File: src/rtl/display_pkg.sv
// Shared types and helpers for the BCD display path: sequencer states, default
// operand/digit sizes and the double-dabble digit correction.
package display_pkg;

    localparam int unsigned defaultWidth  = 11;
    localparam int unsigned defaultDigits = 4;

    typedef enum logic [1:0] {
        StIdle,
        StLoad,
        StShift,
        StStore
    } seqState_t;

    // A digit of 5 or more would exceed 9 after the next doubling, so it is
    // pre-biased by 3 to carry into the next digit instead.
    function automatic logic [3:0] add3_if_ge5(input logic [3:0] digit);
        return (digit >= 4'd5) ? digit + 4'd3 : digit;
    endfunction

endpackage

File: src/rtl/double_dabble_core.sv
// Shift-and-add-3 engine: one {BCD, binary} shift register plus the step counter.
// The sequencer loads an operand, steps it WIDTH times, then reads bcd.
module double_dabble_core
    import display_pkg::*;
#(
    parameter int unsigned WIDTH  = defaultWidth,
    parameter int unsigned DIGITS = defaultDigits
) (
    input  logic                  clock,
    input  logic                  reset,
    input  logic                  load,
    input  logic                  step,
    input  logic [WIDTH-1:0]      operand,
    output logic [4*DIGITS-1:0]   bcd,
    output logic                  last_step
);

    localparam int unsigned BcdW = 4 * DIGITS;
    localparam int unsigned CntW = $clog2(WIDTH + 1);

    logic [BcdW+WIDTH-1:0] shiftReg;
    logic [BcdW-1:0]       corrected;
    logic [CntW-1:0]       stepCount;

    always_comb begin
        corrected = '0;
        for (int d = 0; d < DIGITS; d++) begin
            corrected[4*d +: 4] = add3_if_ge5(shiftReg[WIDTH + 4*d +: 4]);
        end
    end

    always_ff @(posedge clock) begin
        if (reset) begin
            shiftReg  <= '0;
            stepCount <= '0;
        end else if (load) begin
            shiftReg  <= {{BcdW{1'b0}}, operand};
            stepCount <= '0;
        end else if (step) begin
            shiftReg  <= {corrected, shiftReg[WIDTH-1:0]} << 1;
            stepCount <= stepCount + CntW'(1);
        end
    end

    assign bcd       = shiftReg[BcdW+WIDTH-1 -: BcdW];
    // Valid while stepping: the step taken on this edge is the final one.
    assign last_step = (stepCount == CntW'(WIDTH - 1));

endmodule

File: src/rtl/bcd_display_sequencer.sv
// Time-shares one double-dabble core between PC and Dado, publishing each
// 4-digit BCD word atomically in its own STORE cycle.
module bcd_display_sequencer
    import display_pkg::*;
#(
    parameter int unsigned WIDTH  = defaultWidth,
    parameter int unsigned DIGITS = defaultDigits
) (
    input  logic                  clock,
    input  logic                  reset,
    input  logic [WIDTH-1:0]      PC,
    input  logic [WIDTH-1:0]      Dado,
    input  logic                  refresh,
    output logic                  busy,
    output logic                  done,
    output logic [4*DIGITS-1:0]   PC_BCD,
    output logic [4*DIGITS-1:0]   Dado_BCD
);

    seqState_t             stateQ, stateD;
    logic                  srcQ, srcD;
    logic                  pendingQ, pendingD;
    logic                  doneQ, doneD;
    logic [4*DIGITS-1:0]   pcBcdQ, pcBcdD;
    logic [4*DIGITS-1:0]   dadoBcdQ, dadoBcdD;

    logic                  coreLoad, coreStep, coreLast;
    logic [WIDTH-1:0]      coreOperand;
    logic [4*DIGITS-1:0]   coreBcd;

    assign coreOperand = srcQ ? Dado : PC;

    double_dabble_core #(
        .WIDTH  (WIDTH),
        .DIGITS (DIGITS)
    ) u_core (
        .clock     (clock),
        .reset     (reset),
        .load      (coreLoad),
        .step      (coreStep),
        .operand   (coreOperand),
        .bcd       (coreBcd),
        .last_step (coreLast)
    );

    always_comb begin
        stateD   = stateQ;
        srcD     = srcQ;
        pendingD = pendingQ;
        doneD    = 1'b0;
        pcBcdD   = pcBcdQ;
        dadoBcdD = dadoBcdQ;
        coreLoad = 1'b0;
        coreStep = 1'b0;

        if (stateQ != StIdle && refresh) begin
            pendingD = 1'b1;
        end

        unique case (stateQ)
            StIdle: begin
                if (refresh) begin
                    stateD = StLoad;
                    srcD   = 1'b0;
                end
            end
            StLoad: begin
                coreLoad = 1'b1;
                stateD   = StShift;
            end
            StShift: begin
                coreStep = 1'b1;
                if (coreLast) begin
                    stateD = StStore;
                end
            end
            StStore: begin
                if (!srcQ) begin
                    pcBcdD = coreBcd;
                    srcD   = 1'b1;
                    stateD = StLoad;
                end else begin
                    dadoBcdD = coreBcd;
                    doneD    = 1'b1;
                    srcD     = 1'b0;
                    pendingD = 1'b0;
                    // A request arriving on this very edge still earns a sweep.
                    stateD   = (pendingQ || refresh) ? StLoad : StIdle;
                end
            end
            default: stateD = StIdle;
        endcase
    end

    always_ff @(posedge clock) begin
        if (reset) begin
            stateQ   <= StIdle;
            srcQ     <= 1'b0;
            pendingQ <= 1'b0;
            doneQ    <= 1'b0;
            pcBcdQ   <= '0;
            dadoBcdQ <= '0;
        end else begin
            stateQ   <= stateD;
            srcQ     <= srcD;
            pendingQ <= pendingD;
            doneQ    <= doneD;
            pcBcdQ   <= pcBcdD;
            dadoBcdQ <= dadoBcdD;
        end
    end

    assign busy     = (stateQ != StIdle);
    assign done     = doneQ;
    assign PC_BCD   = pcBcdQ;
    assign Dado_BCD = dadoBcdQ;

endmodule

File: config.mk
export PLATFORM = sky130hd
export DESIGN_NAME = bcd_display_sequencer
export DESIGN_NICKNAME = d
export VERILOG_FILES = /design/src/rtl/display_pkg.sv /design/src/rtl/double_dabble_core.sv /design/src/rtl/bcd_display_sequencer.sv
export SDC_FILE = /design/constraint.sdc
export NUM_CORES = 1
export LEC_CHECK = 0
export BUFFER_PORTS_ARGS = -buffer_cell sky130_fd_sc_hd__buf_2
export CAP_MARGIN = 0
export CORE_MARGIN = 4
export CORE_UTILIZATION = 45
export CTS_CLUSTER_DIAMETER = 50
export DETAILED_ROUTE_END_ITERATION = 10
export GPL_TIMING_DRIVEN = 0
export PLACE_DENSITY = 0.75
export SYNTH_ARGS = -nofsm -noshare
export SYNTH_HDL_FRONTEND = slang
export SYNTH_SLANG_ARGS = --single-unit
File: constraint.sdc
create_clock -name clock -period 1.9 [get_ports clock]
set_input_delay 0.095 -clock clock [delete_from_list [all_inputs] [get_ports clock]]
set_output_delay 0.095 -clock clock [all_outputs]
set_load 0.05 [all_outputs]
* Word-level counts from Yosys, hierarchy flattened
Cells that the tools add are included.
** Storage, ports and cells
- Register bits after elaboration :: 68
- Bits of input ports :: 25
- Output and inout port bits :: 34
** Cells by class
- Add/subtract/negate cells :: 5
- $lt $le $gt $ge :: 4
- Equal/unequal tests :: 6
- Muxes and demuxes :: 21
- Bitwise operators :: 2
- Reductions and logical operators :: 12
** Operators by type and width (number)
- $mux 11 :: 3
- $ge 4x3->1 const B :: 4
- $add 4x2->4 const B :: 3
- $mux 4 :: 3
- $mux 1 :: 10
- $pmux 2 s4 :: 1
- $reduce_and 2->1 :: 4
- $reduce_bool 2->1 :: 3
- $add 4x1->4 const B :: 1
- $eq 2x2->1 const B :: 2
- $eq 4x4->1 const B :: 1
- $mux 2 :: 2
- $ne 2x2->1 const B :: 2
- $reduce_or 2->1 :: 2
- $add 3x2->3 const B :: 1
- $mux 3 :: 1
- $eq 2x1->1 const B :: 1
- $logic_not 2->1 :: 1
- $not 1->1 :: 2
- $pmux 1 s2 :: 1
- $logic_and 1x1->1 :: 1
- $logic_or 1x1->1 :: 1

* Longest topological paths before layout
Gate-level depths: netlist of run 1.
- Depth after elaboration :: 5
- Mapped depth :: 7
- Depth with buffers taken out :: 5

* Modules after synthesis
From an unflattened synthesis of run 1, not the netlist that was laid out.
** Second synthesis, totals
- Cells, all modules :: 363
- Area total of the unflattened synthesis :: 3363.2 um2
** By module, submodules not included
- double_dabble_core :: times used 1, cells an instance 213, area each 1875.5 um2, sequential area each 620.6 um2
- bcd_display_sequencer :: times used 1, cells an instance 150, area each 1487.7 um2, sequential area each 740.7 um2

* Worst setup path before layout of run 1
No wires, ideal clock.
- Kind :: reg-to-reg
- From :: reg stateQ[0]
- To :: reg stateQ[0]
- Library setup time :: 0.122 ns
- Data arrival time :: 1.433 ns
- Setup slack :: 0.345 ns
- Cell stages (with the launch flop) :: 6
- Buffers on the path :: 0
- Period minus slack after synthesis :: 1.555 ns
- Path through :: dfxtp_1 > inv_1 > ha_1 > inv_1 > nand2_1 > o311a_1
** Between the ends
- Cells in the longest elaborated chain, start to end :: 3
** RTL lines
- start: declaration :: line bcd_display_sequencer.sv:20 : seqState_t stateQ, stateD;
- start signal: assignment :: line bcd_display_sequencer.sv:97 : stateQ <= StIdle;
- start signal: assignment :: line bcd_display_sequencer.sv:104 : stateQ <= stateD;
- $eq 2x2->1 or $logic_not 2->1 (tied branches) :: line bcd_display_sequencer.sv:60 : unique case (stateQ)
- $ne 2x2->1 (no source line)
- $reduce_and 2->1 (no source line)
Parallel ways exist; a longest one is shown, timed or not.
A chain may end at the register's enable or synchronous reset.

* Worst setup path after layout of run 1
- From :: reg stateQ[0]
- To :: reg u_core.shiftReg[23]
** Between the ends
- Cells in the longest elaborated chain, start to end :: 3
** RTL lines
- $eq 2x1->1 :: line bcd_display_sequencer.sv:60
- $mux 1 :: line bcd_display_sequencer.sv:60
- $reduce_or 2->1 (no source line)
- end signal: assignment :: line double_dabble_core.sv:37 : shiftReg <= {{BcdW{1'b0}}, operand};
- end signal: assignment :: line double_dabble_core.sv:40 : shiftReg <= {corrected, shiftReg[WIDTH-1:0]} << 1;
- end: declaration :: line double_dabble_core.sv:21 : logic [BcdW+WIDTH-1:0] shiftReg;
Parallel ways exist; a longest one is shown, timed or not.

==> results of run 1 <==
[worst max path at each step]
stage	start	to	slack (ns)	cells after the start
after floorplan	stateQ[0]	stateQ[0]	0.35	5
after global placement	stateQ[1]	u_core.shiftReg[24]	0.21	6
after detailed placement	stateQ[1]	u_core.shiftReg[20]	0.21	6
after CTS	stateQ[1]	u_core.shiftReg[24]	0.17	6
after global routing	stateQ[1]	PC_BCD[3]	0.01	6
final	stateQ[0]	u_core.shiftReg[23]	0.18	7
[flip-flops by register name, summed over array words and instances, names as in the netlist]
register and cells:
u_core.shiftReg 27, Dado_BCD 16, stateQ 2, u_core.stepCount 4, PC_BCD 16, srcQ 1
pendingQ 1, done 1
[worst register-to-register path: stages, from the launching register on]
cell      delay (ns)
dfxtp_1         0.39
inv_1           0.10
ha_1            0.19
buf_2           0.17
inv_1           0.18
buf_2           0.29
a21oi_1         0.07
a221oi_1        0.26
[cell type report]
type | instances | area [sq um]
Multi-Input combinational cell | 257 | 1690
Fill cell | 659 | 3060
Inverter | 17 | 63.8
Clock buffer | 12 | 155
Tap cell | 96 | 120
Buffer | 32 | 176
Timing Repair Buffer | 57 | 285
Sequential cell | 68 | 1360
Clock inverter | 2 | 35.0
[cell usage after synthesis (3+ instances only)]
master,instances
a22o_1,16
dfxtp_1,68
nor2b_1,5
or3b_1,3
a21oi_1,31
nand2_1,44
a2111o_1,5
nand3_1,14
a31oi_1,3
buf_6,4
clkbuf_1,13
a211o_1,10
o211ai_1,5
o21ai_1,3
inv_1,15
ha_1,14
mux2i_1,12
o21ai_0,15
nor2_1,22
buf_2,12
nand2b_1,21
[kinds of logic (layout without fill, tap and decap cells)]
kind of cell	after synthesis	after routing	synth area share [%]
fa+ha+maj	14	14	5.33
mux	13	13	4.00
compound gates	105	105	22.7
simple gates	122	122	18.5
buf+inv	49	120	7.24
flops	68	68	41.4
xor+xnor	3	3	0.800
[routing by layer]
metal	share of wire, %	track usage (%)
met2	46	30.4
met4	1.3	8.18
met3	6.4	4.26
met1	46	22.5
met5	0	0
[metrics by stage]
step	utilization (%)	power, mW	hold WS (ns)	std cells
floorplan	-	2.90	0.258	374
global placement	53.1	3.23	0.390	527
detailed placement	53.1	3.27	0.394	527
CTS	55.9	4.45	0.0252	541
global route	55.9	4.72	0.0386	541
finish	55.9	4.44	0.0414	541
[layout by cell type (no fill, tap or decap), drive strengths merged, types with 2 or more instances in the layout]
master,count
o21a,2
a221oi,3
nand3b,2
inv,17
a31oi,3
o32ai,2
a21oi,32
or4,2
a21boi,2
dfxtp,68
o211ai,6
o21ai,18
or3b,3
a211o,10
nor2b,5
nand3,14
clkbuf,26
nand4,2
xor2,2
a2111o,5
nand2,44
nand2b,21
nand4b,2
mux2i,12
nor2,22
ha,14
a22o,16
buf,75
[where the power goes]
part	internal, mW	switching, mW
Clock	0.662	0.519
Sequential	1.60	0.129
Combinational	0.580	0.956
[timing repair]
action,in CTS,in global routing
gates resized for setup,0,4
endpoints found under the setup margin,0,4
hold endpoints to repair,0,0
==> out/metrics.csv, run 1 <==
metric,value,unit
final hold vios,0,
Cell Pwr Density,1140,nW/um^2
endpoints failing setup,0,
Critical Path End Type,flip-flop,
WP data required,2.15,ns
Yosys top cell area share,41.4,%
status,"finished, final reports clean",
CTS max path bufs,2,
Initial Util,47.3,%
GPL Wtd Cong,0.864,
count of final max-slew check failures,0,
setup TNS,0,ns
gr usage total,18.3,%
ys flop type,dfxtp_1,
Die H,93.4,microns
sink of the worst hold path,stateQ[0],
drt drc,0,
"flops & latches, synth",68,
final worst slack,0.176,ns
Place WS,0.207,ns
Critical Path Start Type,flip-flop,
largest net degree at the start of global routing,11,
share of layout cells above drive strength 1,22.5,%
Routed wire per std cell,14.1,microns
Post-CTS Hold Buffers,0,
Worst VDD drop,0.591,mV
Die ar.,8730,sq um
Die Width,93.4,microns
fmax,0.580,GHz
largest area contributor in the netlist,dfxtp_1,
Yosys cell types,49,
Worst Path Buf+Inv,4,
hpwl dp,5280,microns
arrival time worst endpoint,1.98,ns
"Cell Area, Placed",3690,sq um
Iteration-0 DRC Markers,117,
WHS Path Cells,3,
Detailed Routing Iterations Pass 1,4,
CTS H-tree depth,3,
Post-Syn Instances,374,
Clock Skew,0.0102,ns
yosys warns,0,
Final min period,1.72,ns
Post-Syn Area,3280,sq um
post-synthesis sequential area ratio,41.4,%
vias post-DR,2903,
number of buffers added on ports,57,
Clock transition at path regs,0.07,ns
Tcrit/Tclk final,90.7,%
unrepaired setup endpoints after global routing,false,
crit-path max cell delay,0.39,ns
crit-path cells,inv_1 > ha_1 > buf_2 > inv_1 > buf_2 > a21oi_1 > a221oi_1,
initial antenna violation count,0,
Post-synth ARST share,0,%
Core Rows,30,
Final Instance Area,3880,sq um
total wire length,7650,microns
Post-CTS Setup Bufs,0,
Mean Syn Cell Area,8.78,sq um
Worst Path Max Fanout,10,
cells on worst reg2reg path,7,
Synth-to-Final Area Change,18.2,%
hold_sp,reset,
"setup slack, reg-to-reg",0.18,ns
"CP delay by family, top",buffers and inverters,
synthesized net count,413,
Final nets,481,
max_cap viols,0,
total gr overflow,0,
Vias/cell,5.37,
"top cells by area, synth","dfxtp_1 41%, ha_1 5.3%, nand2_1 5.0%",
CTS tree,yes,
worst reg2reg startpoint,stateQ[0],
I/O pin count,59,
antenna-violating nets left,0,
Hold WC Path Type,input port to flip-flop,
first-pass GRT wire length,12900,microns
Pleak,1.52,nW
antenna cells,0,
clock latency on the worst-skew pair,0.34,ns
Num Clock Sinks,68,
core area,6940,sq um
worst reg2reg endpoint,u_core.shiftReg[23],
Root Driver,clkbuf_8,
CP Class,flip-flop to flip-flop,
TritonCTS Buffers,9,
worst slew pin tran,0.528,ns
vias in the first global route,2810,
CP max-delay cell,dfxtp_1,
Post-synth EDFFs,0,
max_slew headroom,64.8,%
Note: power is estimated with default switching activity, not from simulation.
==> run 2, diff against run 1 <==
--- a/config.mk
+++ b/config.mk
@@ -9,6 +9,7 @@
 export CAP_MARGIN = 0
 export CORE_MARGIN = 4
 export CORE_UTILIZATION = 45
+export CTS_BUF_LIST = sky130_fd_sc_hd__clkbuf_2
 export CTS_CLUSTER_DIAMETER = 50
 export DETAILED_ROUTE_END_ITERATION = 10
 export GPL_TIMING_DRIVEN = 0
==> constraint.sdc (replaced) <==
create_clock -name clock -period 1.7 [get_ports clock]
set_input_delay 0.085 -clock clock [delete_from_list [all_inputs] [get_ports clock]]
set_output_delay 0.085 -clock clock [all_outputs]
set_load 0.05 [all_outputs]
==> out/metrics.csv, run 2 (synthesis gave the netlist of run 1 again) <==
metric,value,unit,change
vias in the first global route,2853,,was 2810
Clock Skew,0.0306,ns,was 0.0102 ns
unrepaired setup endpoints after global routing,true,,was false
status,"finished, final reports clean",,unchanged
Detailed Routing Iterations Pass 1,5,,was 4
max_cap viols,0,,unchanged
count of final max-slew check failures,0,,unchanged
Iteration-0 DRC Markers,149,,was 117
largest net degree at the start of global routing,11,,unchanged
CTS max path bufs,2,,unchanged
Pleak,1.53,nW,was 1.52 nW
Hold WC Path Type,input port to flip-flop,,unchanged
Vias/cell,5.37,,about the same
CP Class,flip-flop to flip-flop,,unchanged
number of flip-flops in the largest register,27,,unchanged
share of layout cells above drive strength 1,24.2,%,was 22.5%
Die H,93.4,microns,unchanged
hpwl dp,5280,microns,unchanged
Cell Pwr Density,1180,nW/um^2,was 1140 nW/um^2
clock latency on the worst-skew pair,0.51,ns,was 0.34 ns
antenna-violating nets left,0,,unchanged
core area,6940,sq um,unchanged
Die ar.,8730,sq um,unchanged
Tcrit/Tclk final,96.4,%,was 90.7%
vias post-DR,2961,,was 2903
TritonCTS Buffers,9,,unchanged
Routed wire per std cell,14.6,microns,was 14.1 microns
Fin Hold WS,0.0337,ns,was 0.0414 ns
number of buffers added on ports,57,,unchanged
worst slew pin tran,0.525,ns,was 0.528 ns
"commonest cells after routing, fill and taps aside","64 x buf_2, 60 x dfxtp_1, 44 x nand2_1, 31 x a21oi_1, 22 x nor2_1",,"was 69 x buf_2, 68 x dfxtp_1, 44 x nand2_1, 31 x a21oi_1, 22 x nor2_1"
drt drc,0,,unchanged
I/O pin count,59,,unchanged
Worst VDD drop,0.627,mV,was 0.591 mV
gr usage total,18.8,%,was 18.3%
"setup slack, reg-to-reg",0.06,ns,was 0.18 ns
Root Driver,clkbuf_2,,was clkbuf_8
antenna cells,0,,unchanged
first-pass GRT wire length,13200,microns,was 12900 microns
Final min period,1.64,ns,was 1.72 ns
GPL Wtd Cong,0.864,,unchanged
Initial Util,47.3,%,unchanged
final hold vios,0,,unchanged
max_slew headroom,65.0,%,was 64.8%
Critical Path Start Type,flip-flop,,unchanged
Clock transition at path regs,0.18,ns,was 0.07 ns
arrival time worst endpoint,2.08,ns,was 1.98 ns
Num Clock Sinks,68,,unchanged
Reg with most FFs,u_core.shiftReg,,unchanged
Core Rows,30,,unchanged
fmax,0.610,GHz,was 0.580 GHz
initial antenna violation count,0,,unchanged
"most common cell after layout, fill and taps aside",buf_2,,unchanged
CTS tree,yes,,unchanged
Final nets,491,,was 481
total gr overflow,0,,unchanged
Synth-to-Final Area Change,19.8,%,was 18.2%
Die Width,93.4,microns,unchanged
setup TNS,0,ns,unchanged
WP data required,2.14,ns,was 2.15 ns
endpoints failing setup,0,,unchanged
Critical Path End Type,flip-flop,,unchanged
total wire length,8040,microns,was 7650 microns
Post-CTS Setup Bufs,0,,unchanged
CTS H-tree depth,3,,unchanged
Worst Path Max Fanout,10,,unchanged
Tot Pwr,4.63,mW,was 4.44 mW
[run 2: final cells by class]
| cell class | instances | area (sq um) |
|---|---|---|
| plain buffers | 31 | 189 |
| clock buffers | 10 | 50.0 |
| clock inverters | 4 | 42.5 |
| fillers | 656 | 3010 |
| inverters | 17 | 63.8 |
| multi-input cells | 257 | 1690 |
| flip-flops and latches | 68 | 1380 |
| well taps | 96 | 120 |
| repair buffers | 68 | 402 |
[run 2: critical path, stage by stage, from the launching register on]
cell and delay, ns:
dfxtp_4 0.39, ha_2 0.23, a21oi_2 0.44, buf_2 0.34, a22o_1 0.17
[run 2: report_power, final]
group	leakage, nW	switching, mW	total (mW)	internal (mW)
Combinational	0.913	1.09	1.81	0.714
Sequential	0.554	0.145	1.94	1.79
Clock	0.0627	0.562	0.881	0.319
Total	1.53	1.80	4.63	2.83
[run 2: worst paths after layout]
kind | startpoint | depth (start not counted) | end
setup / recovery | stateQ[0] | 4 | Dado_BCD[7]
hold reg to reg | PC_BCD[14] | 2 | PC_BCD[14]
hold / removal | Dado[6] | 4 | u_core.shiftReg[6]
setup reg to reg | stateQ[0] | 4 | Dado_BCD[7]
[run 2: repair_timing]
| action | CTS | global route |
|---|---|---|
| pin swaps | 0 | 1 |
| endpoints found under the setup margin | 10 | 46 |
| hold buffers | 10 | 1 |
| resized for setup | 7 | 20 |
| endpoints found under the hold margin | 17 | 1 |
[run 2: per-layer routing]
layer  track usage, %  vias to the layer above  wire length, microns
met4             7.33                        0                   139
met2             31.4                      108                  3810
met5                0                        -                     0
met3             4.42                       15                   504
met1             23.4                     1364                  3580
li1                 -                     1474                     -
[run 2: stage by stage]
step                      area, sq um  setup WS [ns]  cells  util [%]
final                            3940         0.0609    551      56.7
after detailed placement         3690        0.00726    527      53.1
after global routing             3940        -0.0515    551      56.7
after floorplan                  3280          0.145    374         -
after global placement           3690        0.00518    527      53.1
after CTS                        3890        -0.0150    551      56.1
